[config.mk]
export PLATFORM = sky130hd
export DESIGN_NAME = legv8_alu_arbiter
export DESIGN_NICKNAME = d
export VERILOG_FILES = /design/src/rtl/legv8_alu_pkg.sv /design/src/rtl/legv8_rr_arb2.sv /design/src/rtl/legv8_alu_arbiter.sv
export SDC_FILE = /design/constraint.sdc
export NUM_CORES = 1
export LEC_CHECK = 0
export CAP_MARGIN = 30
export CORE_AREA = 2 2 220 222
export CTS_CLUSTER_DIAMETER = 100
export DETAILED_ROUTE_END_ITERATION = 6
export DIE_AREA = 0 0 222 224
export DONT_BUFFER_PORTS = 1
export PLACE_DENSITY = 0.35
export RECOVER_POWER = 100
export SYNTH_ARGS = -nofsm -noshare
export SYNTH_HDL_FRONTEND = slang
export SYNTH_HIERARCHICAL = 1
export SYNTH_SLANG_ARGS = --single-unit
[constraint.sdc]
create_clock -name clk -period 11.85 [get_ports clk]
set_clock_uncertainty 0.05 [all_clocks]
set_input_delay 1.7775 -clock clk [delete_from_list [all_inputs] [get_ports clk]]
set_output_delay 1.7775 -clock clk [all_outputs]
set_load 0.01 [all_outputs]
[src/rtl/legv8_alu_pkg.sv]
// Shared types and constants for the LEGv8 ALU arbiter slice.
// Holds the widths, FSM encoding, NZCV layout and the request/response payloads.
package legv8_alu_pkg;

  localparam int unsigned DW     = 64;
  localparam int unsigned OPW    = 11;
  localparam int unsigned NZCV_W = 4;

  typedef enum logic [1:0] {
    ST_IDLE = 2'd0,
    ST_EXEC = 2'd1,
    ST_RESP = 2'd2
  } state_e;

  localparam int unsigned FLAG_N = 3;
  localparam int unsigned FLAG_Z = 2;
  localparam int unsigned FLAG_C = 1;
  localparam int unsigned FLAG_V = 0;

  localparam logic [OPW-1:0] ALU_ADD  = 11'b00000100000;
  localparam logic [OPW-1:0] ALU_ADDU = 11'b00000100001;

  typedef struct packed {
    logic [OPW-1:0] op;
    logic [DW-1:0]  a;
    logic [DW-1:0]  b;
    logic           setflags;
    logic           id;
  } alu_req_t;

  typedef struct packed {
    logic [DW-1:0]     data;
    logic [NZCV_W-1:0] flags;
  } alu_rsp_t;

  // N comes from the result MSB; Z/C/V are taken straight from the ALU.
  function automatic logic [NZCV_W-1:0] pack_nzcv(input logic [DW-1:0] res,
                                                  input logic          z,
                                                  input logic          c,
                                                  input logic          v);
    logic [NZCV_W-1:0] f;
    f         = '0;
    f[FLAG_N] = res[DW-1];
    f[FLAG_Z] = z;
    f[FLAG_C] = c;
    f[FLAG_V] = v;
    return f;
  endfunction

endpackage

[src/rtl/legv8_rr_arb2.sv]
// Two-way round-robin grant; a tie goes to the requester not granted last.
// Grant outputs are combinational and only asserted while en_i is high.
module legv8_rr_arb2 (
  input  logic       clk,
  input  logic       rst,
  input  logic [1:0] req_i,
  input  logic       en_i,
  output logic [1:0] gnt_c_o,
  output logic       gnt_id_c_o
);

  logic last_q;
  logic last_d;

  // Reset to 1 so requester 0 wins the first tie.
  always_ff @(posedge clk or posedge rst) begin
    if (rst) begin
      last_q <= 1'b1;
    end else begin
      last_q <= last_d;
    end
  end

  always_comb begin
    gnt_c_o    = 2'b00;
    gnt_id_c_o = 1'b0;
    last_d     = last_q;
    case (req_i)
      2'b01:   gnt_id_c_o = 1'b0;
      2'b10:   gnt_id_c_o = 1'b1;
      2'b11:   gnt_id_c_o = ~last_q;
      default: gnt_id_c_o = 1'b0;
    endcase
    if (en_i && (req_i != 2'b00)) begin
      gnt_c_o[gnt_id_c_o] = 1'b1;
      last_d              = gnt_id_c_o;
    end
  end

endmodule

[src/rtl/legv8_alu_arbiter.sv]
// Shares one external combinational LEGv8 ALU between two requesters.
// Round-robin accept, registered operand launch, registered result with valid/ready, NZCV register.
module legv8_alu_arbiter
  import legv8_alu_pkg::*;
(
  input  logic              clk,
  input  logic              rst,
  input  logic [1:0]        req_valid,
  output logic [1:0]        req_ready,
  input  logic [OPW-1:0]    req0_op,
  input  logic [OPW-1:0]    req1_op,
  input  logic [DW-1:0]     req0_a,
  input  logic [DW-1:0]     req1_a,
  input  logic [DW-1:0]     req0_b,
  input  logic [DW-1:0]     req1_b,
  input  logic [1:0]        req_setflags,
  output logic              rsp_valid,
  input  logic              rsp_ready,
  output logic              rsp_id,
  output logic [DW-1:0]     rsp_data,
  output logic [NZCV_W-1:0] rsp_flags,
  output logic [NZCV_W-1:0] nzcv,
  output logic [OPW-1:0]    alu_op,
  output logic [DW-1:0]     alu_in0,
  output logic [DW-1:0]     alu_in1,
  input  logic [DW-1:0]     alu_out,
  input  logic              alu_zero,
  input  logic              alu_carryout,
  input  logic              alu_overflow
);

  state_e            state_q, state_d;
  alu_req_t          req_q, req_d;
  alu_rsp_t          rsp_q, rsp_d;
  logic              rsp_valid_q, rsp_valid_d;
  logic [NZCV_W-1:0] nzcv_q, nzcv_d;

  logic [1:0] gnt_c;
  logic       gnt_id_c;
  logic       arb_en_c;

  // Grants are only offered in IDLE and never while reset is held.
  assign arb_en_c = (state_q == ST_IDLE) && !rst;

  legv8_rr_arb2 u_arb (
    .clk        (clk),
    .rst        (rst),
    .req_i      (req_valid),
    .en_i       (arb_en_c),
    .gnt_c_o    (gnt_c),
    .gnt_id_c_o (gnt_id_c)
  );

  always_ff @(posedge clk or posedge rst) begin
    if (rst) begin
      state_q     <= ST_IDLE;
      req_q       <= '0;
      rsp_q       <= '0;
      rsp_valid_q <= 1'b0;
      nzcv_q      <= '0;
    end else begin
      state_q     <= state_d;
      req_q       <= req_d;
      rsp_q       <= rsp_d;
      rsp_valid_q <= rsp_valid_d;
      nzcv_q      <= nzcv_d;
    end
  end

  always_comb begin
    state_d     = state_q;
    req_d       = req_q;
    rsp_d       = rsp_q;
    rsp_valid_d = rsp_valid_q;
    nzcv_d      = nzcv_q;
    case (state_q)
      ST_IDLE: begin
        if (gnt_c != 2'b00) begin
          req_d.op       = gnt_id_c ? req1_op : req0_op;
          req_d.a        = gnt_id_c ? req1_a  : req0_a;
          req_d.b        = gnt_id_c ? req1_b  : req0_b;
          req_d.setflags = req_setflags[gnt_id_c];
          req_d.id       = gnt_id_c;
          state_d        = ST_EXEC;
        end
      end
      ST_EXEC: begin
        rsp_d.data  = alu_out;
        rsp_d.flags = pack_nzcv(alu_out, alu_zero, alu_carryout, alu_overflow);
        rsp_valid_d = 1'b1;
        state_d     = ST_RESP;
      end
      ST_RESP: begin
        if (rsp_ready) begin
          if (req_q.setflags) begin
            nzcv_d = rsp_q.flags;
          end
          rsp_valid_d = 1'b0;
          state_d     = ST_IDLE;
        end
      end
      default: begin
        rsp_valid_d = 1'b0;
        state_d     = ST_IDLE;
      end
    endcase
  end

  assign req_ready = gnt_c;
  assign rsp_valid = rsp_valid_q;
  assign rsp_id    = req_q.id;
  assign rsp_data  = rsp_q.data;
  assign rsp_flags = rsp_q.flags;
  assign nzcv      = nzcv_q;
  assign alu_op    = req_q.op;
  assign alu_in0   = req_q.a;
  assign alu_in1   = req_q.b;

endmodule
==> results.py <==
metrics = {
    "timing": {
        "max_slew_margin_pct": -191,
        "grt_setup_unrepaired": "false",
        "layout_min_cycle_time_ns": 6.66,
        "setup_viol": 0,
        "max_clock_freq_ghz": 0.150,
        "tns_ns": 0,
        "period_share_pct": 56.2,
        "holdWs_ns": 0.467,
        "max_slew.worst_pin.slew_ns": 4.35,
        "hold_viol_final": 0,
        "slew_viol_final": 226,
    },
    "run_status": {
        "status": "finished with violations",
        "violations": "capacitance limit, slew limit",
    },
    "cts": {
        "cts_resized": 0,
        "holdBufCountCts": 0,
        "path_clk_slew_ns": 0.05,
        "numCtsBuffers": 27,
        "htreeDepth": 1,
        "clockBufferDepth": 3,
        "post_cts_buffers": 0,
        "cts_tree": "yes",
        "clockRootBuffer": "clkbuf_16",
        "clk_latency_ns": 0.55,
        "clock-sinks": 216,
    },
    "critical_path": {
        "reg2reg_from": "u_arb/last_q",
        "crit_type": "in -> out",
        "worstPathCellList": "a21boi_0, clkbuf_1, and2_0",
        "cpMaxStageDelayCell": "clkbuf_1",
        "critical_path_peak_fanout": 59,
        "worstSetupEndpoint": "req_ready[1]",
        "max_stage_delay_ns": 2.44,
        "crit_path_start": "req_valid[1]",
        "reg2reg_depth": 7,
        "worstPathRequired_ns": 10.02,
        "r2r_slack_ns": 6.19,
        "cp.arrival_ns": 4.83,
        "worstSetupStartpointType": "input port",
        "worstReg2RegEnd": "alu_in1[54]",
        "endpoint_kind": "output port",
    },
    "synth": {
        "synth_area_per_cell_sq_um": 14.1,
        "synth_area_sq_mm": 0.0108,
        "synth-edff-count": 0,
        "synth_top_flop_cell": "dfrtp_1",
        "synth_cell_types": 22,
        "yosysSeqAreaShare_pct": 50.1,
        "ys_ff_latch": 216,
        "yosysWarningCount": 6,
        "netlist_instances": 765,
        "async_flop_share_pct": 100,
        "synth_nets": 1117,
    },
    "routing": {
        "vias": 5161,
        "totalWireLength_um": 26300,
        "drt_first_pass_iters": 4,
        "drt_iter0_markers": 107,
        "vias_per_cell": 4.09,
        "wl_per_cell_um": 20.9,
        "antenna_left": 0,
        "drc_errors": 0,
    },
    "layout": {
        "nNetsFinal": 975,
        "layout-drive-gt1-share_pct": 60.1,
        "utilization_pct": 23.6,
        "area_growth_pct": 3.75,
        "fillers": 4938,
        "stdcell_count": 1262,
    },
    "power": {
        "p_int_mw": 2.13,
        "power_per_cell_area_mw_per_mm2": 288,
        "power_switching_mw": 1.10,
        "p_comb_share_pct": 24.4,
        "max-vdd-ir-drop_mv": 0.112,
        "clockPowerShare_pct": 25.1,
        "switching_share_pct": 34.1,
        "seq_power_share_pct": 50.5,
        "p_leak_nw": 4.39,
    },
    "job": {
        "drv_cap": 3,
    },
    "grt": {
        "antenna_found_initial": 4,
        "grt_max_degree": 97,
        "grt_pass1_vias": 5872,
        "grt_overflow": 0,
        "grt_pass1_wl_um": 38200,
        "grt_use_total_pct": 10.0,
    },
    "floorplanning": {
        "core_sq_mm": 0.0473,
        "die_x_um": 222,
        "die_h_um": 224,
        "io_pins": 567,
        "row_count": 80,
        "start_util_pct": 22.8,
        "dieArea_sq_mm": 0.0497,
    },
    "placed_design": {
        "place_congestion": 0.720,
        "place_inst": 1208,
        "io_buffers": 0,
        "dp_hpwl_um": 19900,
    },
    "worst_hold_path": {
        "hold_class": "reg -> reg",
    },
}
-- registers in the layout (all words and copies together) (netlist names) --
name and flops:
nzcv 4, rsp_id 1, rsp_data 64, u_arb/last_q 1, alu_in0 64, alu_op 11
req_q 1, alu_in1 64, rsp_flags 3, rsp_valid 1, state_q 2
-- power groups by stage --
| stage | logic (mW) | registers [mW] | clock network (mW) |
|---|---|---|---|
| finish | 0.785 | 1.63 | 0.809 |
| global route | 0.864 | 1.68 | 0.880 |
| CTS | 0.786 | 1.66 | 0.849 |
| detailed placement | 0.789 | 1.66 | 0 |
| global placement | 0.748 | 1.68 | 0 |
| floorplan | 1.18 | 1.35 | 0 |
-- worst max-delay path, delay by kind of cell --
family,cells,cell delay (ns)
AO/OA/AOI/OAI,1,0.16
AND/OR/NAND/NOR,1,0.45
buffers and inverters,1,2.44
-- layout by cell type, fill, tap and decap left out, types with 3 or more instances in the layout --
cell type    n
buf_4        4
clkbuf_1    16
clkbuf_16   27
clkbuf_8     5
dfrtp_1    215
diode_2      3
mux2_1       9
mux2_2     343
-- cell families (layout without fill, tap and decap cells) --
logic type	after synthesis	after routing	synth area share (%)
buffers and inverters	182	61	12.2
AO/OA/AOI/OAI	7	7	0.441
other	0	3	0
multiplexers	352	352	36.7
flip-flops	216	216	50.1
AND/OR/NAND/NOR	8	8	0.441
-- area by class of cell --
cell class              instances  area (sq um)  share of cell area [%]
flip-flops and latches        216          5410                    48.3
multi-input cells             367          4050                    36.2
clock buffers                  45           793                    7.09
well taps                     615           769                    6.88
clock inverters                 5          82.6                   0.738
repair buffers                  8          68.8                   0.615
inverters                       3          12.5                   0.112
diodes                          3          7.51                  0.0671
-- how the worst min path moves through the flow --
stage / from / to / cells past startpoint / slack, ns
after global routing: req_q[1] / req_q[1] / 1 / 0.50
after CTS: req_q[1] / req_q[1] / 1 / 0.47
final: req_q[1] / req_q[1] / 1 / 0.47
after detailed placement: req_q[1] / req_q[1] / 1 / 0.46
after floorplan: req_q[1] / req_q[1] / 1 / 0.43
after global placement: req_q[1] / req_q[1] / 1 / 0.45
-- per-layer routing --
layer | share of wire, % | global-route usage (%)
met1 | 34 | 10.1
met5 | 0.049 | 0
met2 | 54 | 18.5
met3 | 9.4 | 3.69
met4 | 3.0 | 4.05
-- cells in the mapped netlist (2+ instances only) --
library cell | n | share of area [%]
buf_4 | 143 | 10
nor2_1 | 2 | 0.070
inv_1 | 3 | 0.10
mux2_2 | 343 | 36
clkbuf_1 | 5 | 0.17
dfrtp_1 | 215 | 50
mux2_1 | 9 | 0.94
a21oi_1 | 2 | 0.093
buf_6 | 10 | 1.0
buf_2 | 21 | 0.97
-- stage by stage --
stage	area, sq um	setup slack (ns)	power [mW]
after CTS	11200	7.10	3.29
after floorplan	10800	4.14	2.53
after global placement	10300	7.09	2.43
after detailed placement	10300	6.97	2.45
after global routing	11200	4.65	3.43
final	11200	5.19	3.22
Power figures use the tool's default switching activity.
==> RTL change: new RTL, config.mk and constraints unchanged <==
Encoding of `state_e`: now one-hot (3 bits for 3 states).
--- a/src/rtl/legv8_alu_pkg.sv
+++ b/src/rtl/legv8_alu_pkg.sv
@@ -7,8 +7,8 @@
   localparam int unsigned NZCV_W = 4;
 
-  typedef enum logic [1:0] {
-    ST_IDLE = 2'd0,
-    ST_EXEC = 2'd1,
-    ST_RESP = 2'd2
+  typedef enum logic [2:0] {
+    ST_IDLE = 3'b001,
+    ST_EXEC = 3'b010,
+    ST_RESP = 3'b100
   } state_e;
 
Behaviour: same outputs for any inputs over 4 cycles, from zero or initial values and one cycle with rst high; so few cycles prove little.
==> RTL change against the unedited design <==
The flow still finishes with violations (capacitance limit, slew limit). Routed wire length increased by 7.7%. Utilization increased by 0.33 points. Worst hold slack got worse by 6.0 ps. Largest power group unchanged. Sequential share of layout area decreased by 0.43 points. Largest cell class unchanged. Final area increased by 1.4%. Setup slack got worse by 460 ps. Die area unchanged. Synthesized area increased by 0.29%. Total power increased by 0.27%. Global-route usage increased by 0.82 points. Clock power increased by 7.8%. Sequential cell count increased by 1.
==> RTL change: results (changes against the unedited design) <==
Metal-1 WL=9690 um (+8.8%); initial antenna violation count=10 (+6); end of the worst hold path=req_q[1]; # resized after CTS=0 (unchanged); DP Area=10400 um2 (+0.97%); Tot GR Track Use=10.8% (+0.82 points); Setup WS pre-CTS=6560 ps (-413 ps); sequential area share after synthesis=50.2% (+0.098 points); Clock Path Buffers=3 (unchanged); status=finished with violations; Crit Reg-Reg Endpoint=alu_in0[60]; CP max FO=106 (+80%); pin count of the biggest net entering global routing=107 (+10%); Register-to-Register Path Depth=8 (+1); global-route wire length before repair=40700 um (+6.4%); post-DP HPWL=21500 um (+8.5%); RD Place Congestion=0.764 (+6.1%); Post-Syn Nets=1121 (+0.36%); IR drop worst, VDD=0.154 mV (+38%); period utilization=60.0% (+3.8 points); share of cells above drive strength 1=51.9% (-8.2 points); total routed wirelength=28300 um (+7.7%); vias per cell=4.14 (+1.2%); placed cells=1213 (+0.41%); wire length on met2=14600 um (+3.4%); dominant cells by area after synthesis=dfrtp_1 50%, mux2_2 29%, buf_4 9.8%; Mapped Cells=769 (+0.52%); uppermost routed layer=met4; max-slew violation count=234 (+3.5%); Worst Hold Depth=1 (unchanged); failing checks=capacitance limit, slew limit; PortBufs=0 (unchanged); Final #Nets=979 (+0.41%); hold_sp=req_q[1]; CP top delay family=buffers and inverters; Tightest Pin Transition=3670 ps (-674 ps); DR pass1 iterations=4 (unchanged); leakage power=4.54 nW (+3.3%); reg2reg setup slack=5600 ps (-590 ps); Clk pin slew, worst setup/hold paths=60 ps; Fin Hold WS=461 ps (-6.03 ps); Post-synth top cells=282 x mux2_2, 215 x dfrtp_1, 141 x buf_4, 70 x mux2_1, 23 x buf_2; ANT nets after route=0 (unchanged); max incr delay on CP=2070 ps (-370 ps); Initial DRC Count=157 (+47%); crit path DAT=7480 ps (+2650 ps); # Max-Cap Violations=4 (+1); vias in the first global route=5933 (+1.0%); vias=5251 (+1.7%); Worst Hold Class=reg -> reg; met3 WL=3010 um (+21%); FF-to-FF Start=state_q[0]
RTL change: cell types whose count changed after synthesis, moves of 2 or more:
cell | unedited run | this run
buf_6 | 10 | 8
mux2_1 | 9 | 70
buf_2 | 21 | 23
buf_4 | 143 | 141
clkbuf_1 | 5 | 7
mux2_2 | 343 | 282
RTL change: where the power goes:
| group | total (mW) | switching [mW] | internal, mW |
|---|---|---|---|
| registers | 1.62 | 0.499 | 1.12 |
| clock network | 0.872 | 0.322 | 0.550 |
| logic | 0.744 | 0.290 | 0.454 |
| total | 3.23 | 1.11 | 2.12 |
RTL change: per-layer routing:
layer,GRT usage [%],up-vias
li1,-,2268
met1,11.3,2564
met2,19.3,358
met3,4.32,61
met4,4.56,0
met5,0,-
RTL change: final cells by class:
| cell class | instances | area, um2 |
|---|---|---|
| fillers | 4922 | 36000 |
| repair buffers | 8 | 65.1 |
| flip-flops and latches | 217 | 5430 |
| multi-input cells | 370 | 4100 |
| well taps | 615 | 769 |
| clock buffers | 36 | 749 |
| diodes | 8 | 20.0 |
| inverters | 3 | 18.8 |
| clock inverters | 12 | 191 |
RTL change: worst max path at each step:
stage	start	endpoint	slack [ps]	depth (start not counted)
floorplan	rst	req_ready[0]	2910	4
global placement	rst	alu_in0[61]	6370	7
detailed placement	rst	alu_in1[8]	6560	8
CTS	rst	req_ready[0]	7000	4
global route	rst	alu_in0[56]	3980	8
finish	rst	alu_in0[60]	4740	8
RTL change: cell families (layout without fill, tap and decap cells):
group / after synthesis / after routing / share of synthesized area, %
AO/OA/AOI/OAI: 7 / 7 / 0.451
buffers and inverters: 182 / 59 / 12.0
flip-flops: 217 / 217 / 50.2
multiplexers: 352 / 352 / 36.6
other: 0 / 8 / 0
AND/OR/NAND/NOR: 11 / 11 / 0.659
